--- config.mk ---
export PLATFORM = sky130hd
export DESIGN_NAME = clk_mon_scan_sched
export DESIGN_NICKNAME = d
export VERILOG_FILES = /design/src/rtl/clk_mon_pkg.sv /design/src/rtl/clk_mon_limit_chk.sv /design/src/rtl/clk_mon_scan_sched.sv
export SDC_FILE = /design/constraint.sdc
export NUM_CORES = 1
export LEC_CHECK = 0
export ABC_AREA = 1
export CORE_MARGIN = 2
export CORE_UTILIZATION = 45
export DETAILED_ROUTE_END_ITERATION = 10
export GPL_TIMING_DRIVEN = 0
export PLACE_DENSITY = 0.75
export SYNTH_ARGS = -nofsm -noshare
export SYNTH_HDL_FRONTEND = slang
export SYNTH_HIERARCHICAL = 1
export SYNTH_SLANG_ARGS = --single-unit
--- constraint.sdc ---
create_clock -name clk_ref -period 4.2 [get_ports clk_ref]
set_input_delay 0.63 -clock clk_ref [delete_from_list [all_inputs] [get_ports clk_ref]]
set_output_delay 0.63 -clock clk_ref [all_outputs]
set_load 0.02 [all_outputs]
--- src/rtl/clk_mon_pkg.sv ---
// Shared types and defaults for the clock-rate monitor scan scheduler.
package clk_mon_pkg;

  localparam int RATE_W_DEF = 24;

  typedef enum logic [2:0] {
    IDLE,
    SELECT,
    SETTLE,
    START,
    WAIT,
    STORE,
    NEXT
  } sched_state_t;

  typedef struct packed {
    logic [RATE_W_DEF-1:0] rate;
    logic                  valid;
    logic                  tmo;
    logic                  alarm;
  } chan_result_t;

endpackage

--- src/rtl/clk_mon_limit_chk.sv ---
// Per-channel range check and alarm flop.
// CLK_MON_SCHED_STICKY_EN: alarm latches until alarm_clr (a coincident set wins);
// otherwise alarm follows the latest stored measurement and clr is ignored.
module clk_mon_limit_chk #(
  parameter int RATE_W = 24
) (
  input  logic              clk,
  input  logic              rst_n,
  input  logic              store,
  input  logic [RATE_W-1:0] value,
  input  logic              tmo,
  input  logic [RATE_W-1:0] thr_lo,
  input  logic [RATE_W-1:0] thr_hi,
  input  logic              clr,
  output logic              alarm,
  output logic              rise
);

  logic bad;

  // A timeout is always an alarm; lo > hi makes every value out of range.
  assign bad  = tmo || (value < thr_lo) || (value > thr_hi);
  assign rise = store && bad && !alarm;

`ifdef CLK_MON_SCHED_STICKY_EN
  // Sticky alarm: set by a bad store, cleared only by clr.
  always_ff @(posedge clk or negedge rst_n) begin
    if (!rst_n) begin
      alarm <= 1'b0;
    end else if (store && bad) begin
      alarm <= 1'b1;
    end else if (clr) begin
      alarm <= 1'b0;
    end
  end
`else
  logic unused_clr;
  assign unused_clr = clr;

  // Alarm mirrors the result of the most recent store.
  always_ff @(posedge clk or negedge rst_n) begin
    if (!rst_n) begin
      alarm <= 1'b0;
    end else if (store) begin
      alarm <= bad;
    end
  end
`endif

endmodule

--- src/rtl/clk_mon_scan_sched.sv ---
// Round-robin scheduler sharing one clock-rate measurement engine across NCLK clocks.
// Optional build macro: CLK_MON_SCHED_STICKY_EN (sticky alarms, see clk_mon_limit_chk).
//
//  state  | meaning
//  IDLE   | waiting for scan_en and a non-empty channel mask
//  SELECT | drive eng_sel with the chosen channel, load settle timer
//  SETTLE | let the external clock mux settle
//  START  | eng_start high for this one cycle, load timeout timer
//  WAIT   | wait for eng_done or timeout terminal count
//  STORE  | write rate/valid/timeout, update alarm
//  NEXT   | advance to next enabled channel, count wrapped passes
module clk_mon_scan_sched
  import clk_mon_pkg::*;
#(
  parameter  int NCLK        = 4,
  parameter  int RATE_W      = RATE_W_DEF,
  parameter  int SETTLE_CYC  = 16,
  parameter  int TIMEOUT_CYC = 2**20,
  localparam int SEL_W       = (NCLK > 1) ? $clog2(NCLK) : 1
) (
  input  logic                     clk_ref,
  input  logic                     aresetn,
  input  logic                     scan_en,
  input  logic [NCLK-1:0]          chan_mask,
  input  logic [NCLK*RATE_W-1:0]   thr_lo,
  input  logic [NCLK*RATE_W-1:0]   thr_hi,
  input  logic [NCLK-1:0]          alarm_clr,
  output logic [SEL_W-1:0]         eng_sel,
  output logic                     eng_start,
  input  logic                     eng_done,
  input  logic [RATE_W-1:0]        eng_value,
  output logic [NCLK*RATE_W-1:0]   rate_out,
  output logic [NCLK-1:0]          rate_valid,
  output logic [NCLK-1:0]          timeout,
  output logic [NCLK-1:0]          alarm,
  output logic [31:0]              scan_count,
  output logic                     irq
);

  localparam int SET_W = (SETTLE_CYC > 1) ? $clog2(SETTLE_CYC) : 1;
  localparam int TMO_W = (TIMEOUT_CYC > 1) ? $clog2(TIMEOUT_CYC) : 1;

  sched_state_t      state;
  logic [SEL_W-1:0]  ch;
  logic [SEL_W-1:0]  ptr;
  logic [SEL_W-1:0]  ch_inc;
  logic [SEL_W-1:0]  nxt_ch;
  logic [SET_W-1:0]  settle_cnt;
  logic [TMO_W-1:0]  tmo_cnt;
  logic [RATE_W-1:0] val_q;
  logic              tmo_q;
  logic [NCLK-1:0]   store_vec;
  logic [NCLK-1:0]   rise;

  // Lowest set mask bit at or after 'from', wrapping; returns 'from' when the mask is empty.
  function automatic logic [SEL_W-1:0] pick(input logic [NCLK-1:0] m, input logic [SEL_W-1:0] from);
    logic [2*NCLK-1:0] dbl;
    int off;
    int idx;
    dbl = {m, m} >> from;
    off = 0;
    for (int k = NCLK - 1; k >= 0; k--) begin
      if (dbl[k]) off = k;
    end
    idx = int'(from) + off;
    if (idx >= NCLK) idx = idx - NCLK;
    return SEL_W'(idx);
  endfunction

  assign ch_inc = (ch == SEL_W'(NCLK - 1)) ? '0 : ch + 1'b1;
  assign nxt_ch = pick(chan_mask, ch_inc);

  // One-hot write strobe for the channel being stored.
  always_comb begin
    store_vec = '0;
    for (int i = 0; i < NCLK; i++) begin
      store_vec[i] = (state == STORE) && (ch == SEL_W'(i));
    end
  end

  for (genvar g = 0; g < NCLK; g++) begin : g_chk
    clk_mon_limit_chk #(.RATE_W(RATE_W)) u_chk (
      .clk    (clk_ref),
      .rst_n  (aresetn),
      .store  (store_vec[g]),
      .value  (val_q),
      .tmo    (tmo_q),
      .thr_lo (thr_lo[g*RATE_W +: RATE_W]),
      .thr_hi (thr_hi[g*RATE_W +: RATE_W]),
      .clr    (alarm_clr[g]),
      .alarm  (alarm[g]),
      .rise   (rise[g])
    );
  end

  // Scan FSM with its timers, pointer, result registers and registered outputs.
  always_ff @(posedge clk_ref or negedge aresetn) begin
    if (!aresetn) begin
      state      <= IDLE;
      ch         <= '0;
      ptr        <= '0;
      settle_cnt <= '0;
      tmo_cnt    <= '0;
      val_q      <= '0;
      tmo_q      <= 1'b0;
      eng_sel    <= '0;
      eng_start  <= 1'b0;
      rate_out   <= '0;
      rate_valid <= '0;
      timeout    <= '0;
      scan_count <= '0;
      irq        <= 1'b0;
    end else begin
      eng_start <= 1'b0;
      irq       <= |rise;
      case (state)
        IDLE: begin
          if (scan_en && |chan_mask) begin
            ch    <= pick(chan_mask, ptr);
            state <= SELECT;
          end
        end
        SELECT: begin
          eng_sel    <= ch;
          settle_cnt <= SET_W'(SETTLE_CYC - 1);
          state      <= SETTLE;
        end
        SETTLE: begin
          if (settle_cnt == '0) begin
            eng_start <= 1'b1;
            state     <= START;
          end else begin
            settle_cnt <= settle_cnt - 1'b1;
          end
        end
        START: begin
          tmo_cnt <= TMO_W'(TIMEOUT_CYC - 1);
          state   <= WAIT;
        end
        WAIT: begin
          // done is tested first so a done on the terminal cycle is a real result
          if (eng_done) begin
            val_q <= eng_value;
            tmo_q <= 1'b0;
            state <= STORE;
          end else if (tmo_cnt == '0) begin
            val_q <= '0;
            tmo_q <= 1'b1;
            state <= STORE;
          end else begin
            tmo_cnt <= tmo_cnt - 1'b1;
          end
        end
        STORE: begin
          for (int i = 0; i < NCLK; i++) begin
            if (store_vec[i]) begin
              rate_out[i*RATE_W +: RATE_W] <= val_q;
              rate_valid[i]                <= 1'b1;
              timeout[i]                   <= tmo_q;
            end
          end
          state <= NEXT;
        end
        NEXT: begin
          if (|chan_mask) begin
            ptr <= nxt_ch;
            ch  <= nxt_ch;
            if (nxt_ch <= ch) scan_count <= scan_count + 32'd1;
          end else begin
            ptr <= ch_inc;
          end
          state <= (scan_en && |chan_mask) ? SELECT : IDLE;
        end
        default: state <= IDLE;
      endcase
    end
  end

endmodule

==> results of run 1 <==
==> cells in the mapped netlist (all sizes together) <==
master | count | area share, %
ha | 199 | 18
nand2 | 579 | 16
a21oi | 74 | 2.6
buf | 1 | 0.027
nor2 | 120 | 3.7
xnor2 | 10 | 0.62
a21o | 12 | 0.64
dfrtp | 200 | 36
nand3b | 7 | 0.37
o21a | 4 | 0.21
and2b | 4 | 0.21
and2 | 2 | 0.089
o22a | 1 | 0.062
inv | 348 | 9.3
nand3 | 92 | 3.4
nand4 | 28 | 1.3
a21boi | 1 | 0.053
clkbuf | 24 | 0.64
or3b | 1 | 0.062
or2 | 5 | 0.22
or4 | 1 | 0.053
xor2 | 20 | 1.2
nor4 | 4 | 0.18
clkinv | 4 | 0.11
nor3 | 31 | 1.4
a22oi | 2 | 0.11
o21ai | 122 | 4.3
a311oi | 1 | 0.062
a31oi | 2 | 0.089
==> power groups by stage <==
stage,sequential (mW),combinational [mW],clock [mW]
final,3.49,5.57,1.58
after global routing,3.59,6.31,1.68
after CTS,3.48,5.60,1.60
after detailed placement,3.50,5.57,0
after global placement,3.49,5.34,0
after floorplan,3.70,2.90,0
==> cell type report <==
| type | instances | area [µm²] | share of cell area (%) |
|---|---|---|---|
| tap | 396 | 495 | 2.63 |
| clock buffer | 19 | 433 | 2.30 |
| buffer | 25 | 93.8 | 0.498 |
| inverter | 352 | 1320 | 7.01 |
| multi-input combinational | 1322 | 7670 | 40.7 |
| clock inverter | 13 | 124 | 0.657 |
| sequential | 200 | 5000 | 26.6 |
| timing repair buffer | 367 | 3700 | 19.6 |
==> critical path: cells and delay by family, from the launching register on <==
kind / cells / cell delay, ns
AND/OR/NAND/NOR: 17 / 2.23
adder cells (fa/ha/maj): 2 / 0.53
flip-flops: 1 / 0.44
buffers and inverters: 1 / 0.16
AO/OA/AOI/OAI: 1 / 0.09
==> routing by layer <==
metal / vias up / share of wire (%)
met2: 434 / 49
met5: - / 0.068
met1: 6453 / 42
met3: 75 / 6.2
met4: 4 / 2.7
li1: 6774 / -
==> per-stage QoR <==
step | setup slack (ns) | area, µm² | total power [mW]
2_1_floorplan | 1.22 | 14100 | 6.60
3_3_place_gp | -5.77 | 18300 | 8.83
3_5_place_dp | 0.483 | 18300 | 9.07
4_1_cts | 0.658 | 18800 | 10.7
5_1_grt | 0.275 | 18800 | 11.6
6_report | 0.648 | 18800 | 10.7
==> state kept, by name (all words and copies together) (netlist names) <==
signal             flops
eng_sel                2
timeout                4
state                  3
tmo_cnt               20
tmo_q                  1
g_chk.u_chk/alarm      4
ptr                    2
rate_valid             4
irq                    1
rate_out              96
ch                     2
val_q                 24
settle_cnt             4
scan_count            32
eng_start              1
==> logic make-up after synthesis <==
family          count (synthesis)  synth area share (%)
simple gates                  874                  26.7
flops                         200                  35.5
buf+inv                       377                  10.0
xor+xnor                       30                  1.86
fa+ha+maj                     199                  17.7
compound gates                219                  8.19
==> worst max path at each step <==
stage | from | to | slack [ns]
floorplan | ch[0]$_DFFE_PN0P_ | scan_count[23]$_DFFE_PN0P_ | 1.22
global placement | aresetn | rate_out[37]$_DFFE_PN0P_ | -5.77
detailed placement | chan_mask[2] | scan_count[24]$_DFFE_PN0P_ | 0.48
CTS | ch[0]$_DFFE_PN0P_ | scan_count[24]$_DFFE_PN0P_ | 0.66
global route | ch[0]$_DFFE_PN0P_ | scan_count[24]$_DFFE_PN0P_ | 0.28
finish | ch[0]$_DFFE_PN0P_ | scan_count[24]$_DFFE_PN0P_ | 0.65
==> flow_metrics.env, run 1 <==
export IMPL_ctsResizeCount=0
export IMPL_post_route_min_period_ns=3.55
export IMPL_htreeDepth=4
export IMPL_rsz0062_at_grt="false"
export IMPL_power_switching_share_pct=46.1
export IMPL_ant_nets=0
export IMPL_drv_cap=0
export IMPL_drt_iter0_markers=877
export IMPL_comb_power_share_pct=52.3
export IMPL_path_clk_slew_ns=0.07
export IMPL_switchingPower_mw=4.91
export IMPL_place_gp_congestion=0.940
export IMPL_synth_cell_type_count=38
export IMPL_num_fill_cells=2770
export IMPL_crit_path_end_kind="flip-flop"
export IMPL_detail_route_wl_per_cell_um=16.9
export IMPL_coreArea_um2=30700
export IMPL_worstSetupPathType="reg2reg"
export IMPL_drive_gt1_share_pct=3.87
export IMPL_drv_slew=0
export IMPL_grt_max_degree=120
export IMPL_synth_fp_nets=2326
export IMPL_hold_ws_ns=0.144
export IMPL_cp_slowest_stage_delay_ns=0.44
export IMPL_cts_hold_buffers_added=0
export IMPL_finalNetCount=2712
export IMPL_drc=0
export IMPL_grtUsageMet3_pct=4.60
export IMPL_p_per_area_nw_per_um2=565
export IMPL_seqPwrFrac_pct=32.8
export IMPL_dr_pass1_iters=5
export IMPL_path_common_cell="nand2_1"
export IMPL_insertion_delay_ns=0.45
export IMPL_fmax_ghz=0.282
export IMPL_diodes=0
export IMPL_tns_ns=0
export IMPL_outcome="complete, no violations"
export IMPL_use_met2_pct=49.9
export IMPL_crit_chain="ha_1 > nor2_1 > nand2_1 > nand3_1 > nand2_1 > nor2_1 > nand2_1 > nand2_1 > nand3_1 > and2_1 > ha_1 > nand2_1 > a22oi_1 > nor2_4 > inv_2 > nor2_4 > nand4_4 > nor2_2 > nand3_1 > nand2_1 > nand2_1"
export IMPL_initial_core_util_pct=45.8
export IMPL_cts_made_buffers=17
export IMPL_worst_path_max_fanout=8
export IMPL_ys_ff_latch=200
export IMPL_grt_pass1_wl_um=72500
export IMPL_avgSynthCellArea_um2=7.42
export IMPL_setup_viol=0
export IMPL_tritoncts="built"
export IMPL_slowest_stage="dfrtp_1"
export IMPL_wirelength_um=45400
export IMPL_layout_commonest_cell="nand2_1"
export IMPL_hold_violations=0
export IMPL_grt_usage_pct=28.1
export IMPL_ir_drop_v=0.000412
export IMPL_clock_sinks=200
export IMPL_internal_power_mw=5.74
export IMPL_r2r_cells=21
export IMPL_ioPinCount=372
export IMPL_vias_per_cell=5.10
export IMPL_syn_to_final_growth_pct=33.7
export IMPL_netlist_area_um2=14100
export IMPL_fin_crit_sh_pct=84.6
export IMPL_die_w_um=181
export IMPL_num_rows=64
export IMPL_dr_total_vias=13700
export IMPL_hold_class="in2async"
export IMPL_crit_arrival_ns=3.89
export IMPL_rrSetupSlack_ns=0.65
export IMPL_r2r_start="ch[0]$_DFFE_PN0P_"
export IMPL_slew_headroom_pct=47.2
export IMPL_cts_root_buf="clkbuf_16"
export IMPL_dp_cells=2662
export IMPL_overflow=0
export IMPL_die_area_um2=32800
export IMPL_grt_busiest_layer="met2"
export IMPL_fin_util_pct=61.3
export IMPL_grt_pass1_vias=13900
export IMPL_leakage_nw=9.87
export IMPL_instances_no_fill=2694
export IMPL_startpoint_type="flip-flop"
export IMPL_netlist_instances=1899
export IMPL_die_h_um=181
export IMPL_dpl_hpwl_um=36200
export IMPL_antenna_found_initial=2
export IMPL_clkPwrFrac_pct=14.9
export IMPL_tightest_slew_ns=0.788
export IMPL_ys_seq_area_share_pct=35.5
export IMPL_final_cell_mix="567 x nand2_1, 365 x clkdlybuf4s50_1, 344 x inv_1, 200 x dfrtp_1, 199 x ha_1"
export IMPL_post_cts_buffers=0
export IMPL_clock_path_buffers=2
export IMPL_portBuffers=366
export IMPL_critPathRequiredTime_ns=4.54
export IMPL_r2r_end="scan_count[24]$_DFFE_PN0P_"
export IMPL_yosysWarnings=6
export IMPL_clock_skew_ns=0.00820
export IMPL_met1_usage_pct=35.0
Power figures use the tool's default switching activity.
==> run 2: changes to the inputs <==
--- a/config.mk
+++ b/config.mk
@@ -10,7 +10,7 @@
 export CORE_UTILIZATION = 45
 export DETAILED_ROUTE_END_ITERATION = 10
 export GPL_TIMING_DRIVEN = 0
-export PLACE_DENSITY = 0.75
+export PLACE_DENSITY = 0.78
 export SYNTH_ARGS = -nofsm -noshare
 export SYNTH_HDL_FRONTEND = slang
 export SYNTH_HIERARCHICAL = 1
==> constraint.sdc (replaced) <==
create_clock -name clk_ref -period 3.1 [get_ports clk_ref]
set_input_delay 0.465 -clock clk_ref [delete_from_list [all_inputs] [get_ports clk_ref]]
set_output_delay 0.465 -clock clk_ref [all_outputs]
set_load 0.02 [all_outputs]
==> run 2 against run 1 <==
- clock power up 37%
- global-route usage grew 0.41 points
- first-iteration DRC count fell by 6.4%
- routed wire length increased by 3.3%
- combinational power grew 44%
- sequential cell count stayed put
- die area stayed put
- fmax increased by 17%
- total power is 41% higher
- count of clock-buffer cells in the layout decreased by 2
- clock skew shrank 0.0017 ns
- design area grew 1.9%
- critical endpoint is now scan_count[23]$_DFFE_PN0P_
- largest power group unchanged
==> flow_metrics.env, run 2 (same netlist as run 1, synthesis figures left out) <==
export IMPL_tightest_slew_ns=0.928
export IMPL_grt_usage_pct=28.5
export IMPL_dpl_hpwl_um=36800
export IMPL_syn_to_final_growth_pct=36.2
export IMPL_leakage_nw=10.0
export IMPL_crit_path_end_kind="flip-flop"
export IMPL_tns_ns=0
export IMPL_initial_core_util_pct=45.8
export IMPL_fmax_ghz=0.328
export IMPL_clock_path_buffers=2
export IMPL_drv_cap=0
export IMPL_path_clk_slew_ns=0.07
export IMPL_num_rows=64
export IMPL_detail_route_wl_per_cell_um=17.3
export IMPL_antenna_found_initial=6
export IMPL_top_layer_used="met5"
export IMPL_vias_per_cell=5.16
export IMPL_ioPinCount=372
export IMPL_wl_met3_um=3150
export IMPL_finalNetCount=2731
export IMPL_cts_root_buf="clkbuf_16"
export IMPL_rsz0062_at_grt="true"
export IMPL_place_gp_congestion=0.959
export IMPL_insertion_delay_ns=0.44
export IMPL_hold_violations=0
export IMPL_placedInstanceArea_um2=18300
export IMPL_ff_latch_area_um2=5010
export IMPL_drt_iter0_markers=821
export IMPL_wl_met2_um=22400
export IMPL_final_cell_mix="554 x nand2_1, 365 x clkdlybuf4s50_1, 340 x inv_1, 198 x dfrtp_1, 196 x ha_1"
export IMPL_dr_total_vias=14000
export IMPL_drv_slew=0
export IMPL_post_route_min_period_ns=3.05
export IMPL_die_w_um=181
export IMPL_largest_register="rate_out"
export IMPL_num_fill_cells=2709
export IMPL_grt_pass1_vias=13800
export IMPL_total_power_mw=15.0
export IMPL_drc=0
export IMPL_ir_drop_v=0.000547
export IMPL_coreArea_um2=30700
export IMPL_worstSetupPathType="reg2reg"
export IMPL_setup_viol=0
export IMPL_hold_class="reg2reg"
export IMPL_htreeDepth=4
export IMPL_dr_pass1_iters=5
export IMPL_overflow=0
export IMPL_die_area_um2=32800
export IMPL_tritoncts="built"
export IMPL_largest_reg_flops=96
export IMPL_drive_gt1_share_pct=6.17
export IMPL_startpoint_type="flip-flop"
export IMPL_wl_met1_um=19600
export IMPL_p_per_area_nw_per_um2=781
export IMPL_slew_headroom_pct=38.1
export IMPL_die_h_um=181
export IMPL_outcome="complete, no violations"
export IMPL_ant_nets=0
export IMPL_critPathRequiredTime_ns=3.43
export IMPL_stdcell_area_um2=19200
export IMPL_worst_path_max_fanout=6
export IMPL_portBuffers=366
export IMPL_reg_top3="rate_out: 96 flops, scan_count: 32 flops, val_q: 24 flops"
export IMPL_clock_skew_ns=0.00645
export IMPL_crit_arrival_ns=3.38
export IMPL_multi_input_area_um2=7830
export IMPL_clock_sinks=200
export IMPL_grt_pass1_wl_um=73200
export IMPL_cts_made_buffers=17
export IMPL_fin_crit_sh_pct=98.3
export IMPL_grt_max_degree=83
export IMPL_wirelength_um=46900
export IMPL_layout_commonest_cell="nand2_1"
run 2: changes by cell type in the layout (fill, tap and decap cells not counted), sizes merged:
| cell | before | now |
|---|---|---|
| inv | 351 | 354 |
| buf | 3 | 21 |
| dlygate4sd3 | 0 | 1 |
| diode | 0 | 5 |
| clkinv | 10 | 9 |
| clkbuf | 43 | 41 |
run 2: what timing repair did:
action | CTS | global route
endpoints found under the hold margin | 44 | 0
pin swaps | 9 | 15
hold buffers | 1 | 0
buffers inserted | 11 | 6
endpoints found under the setup margin | 28 | 26
gates resized for setup | 21 | 27
run 2: critical path, cell delays in order, from the launching register on:
cell	delay [ns]
dfrtp_2	0.46
ha_4	0.19
nor2_4	0.20
nand2_2	0.11
nand3_2	0.08
nand2_2	0.07
nor2_4	0.13
nand3_2	0.09
nand2_1	0.09
nand2_1	0.07
and2_4	0.14
ha_4	0.26
a22oi_2	0.09
nor2_4	0.21
nand3_2	0.14
nor2_4	0.17
nand2_4	0.09
nor2_4	0.14
nand2_2	0.05
xor2_1	0.14
run 2: final timing paths:
check | startpoint | endpoint | slack [ns] | depth (start not counted)
setup / recovery | ch[0]$_DFFE_PN0P_ | scan_count[23]$_DFFE_PN0P_ | 0.05 | 19
hold / removal | rate_valid[1]$_DFFE_PN0P_ | rate_valid[1]$_DFFE_PN0P_ | 0.48 | 1
setup reg to reg | ch[0]$_DFFE_PN0P_ | scan_count[23]$_DFFE_PN0P_ | 0.05 | 19
hold reg to reg | rate_valid[1]$_DFFE_PN0P_ | rate_valid[1]$_DFFE_PN0P_ | 0.48 | 1
max in group asynchronous | aresetn | ch[1]$_DFFE_PN0P_ | 1.49 | 4
min in group asynchronous | aresetn | scan_count[27]$_DFFE_PN0P_ | 0.49 | 2
run 2: layer usage:
layer | GRT usage, % | vias up
met2 | 49.1 | 511
met1 | 35.4 | 6581
met3 | 5.62 | 99
met4 | 11.0 | 4
met5 | 0 | -
li1 | - | 6818
run 2: final cells by class:
class | count | share of cell area [%]
timing repair buffer | 386 | 20.1
multi-input combinational | 1322 | 40.8
tap | 396 | 2.58
sequential | 200 | 26.1
clock buffer | 17 | 2.22
buffer | 25 | 0.495
inverter | 352 | 6.92
antenna | 5 | 0.0652
clock inverter | 15 | 0.736
run 2: stage by stage:
step,util (%),hold slack [ns],worst slack [ns],cells
after global routing,62.4,0.489,-0.109,2716
after detailed placement,59.6,0.382,-0.478,2663
final,62.4,0.479,0.0526,2718
after global placement,59.4,0.455,-6.78,2661
after CTS,62.0,0.474,0.0227,2707
after floorplan,-,0.169,0.122,1899
run 2: where the power goes:
| group | leakage, nW | internal (mW) | switching (mW) | total, mW |
|---|---|---|---|---|
| Combinational | 7.26 | 3.48 | 4.57 | 8.04 |
| Sequential | 2.49 | 3.45 | 1.33 | 4.77 |
| Clock | 0.271 | 1.12 | 1.04 | 2.17 |
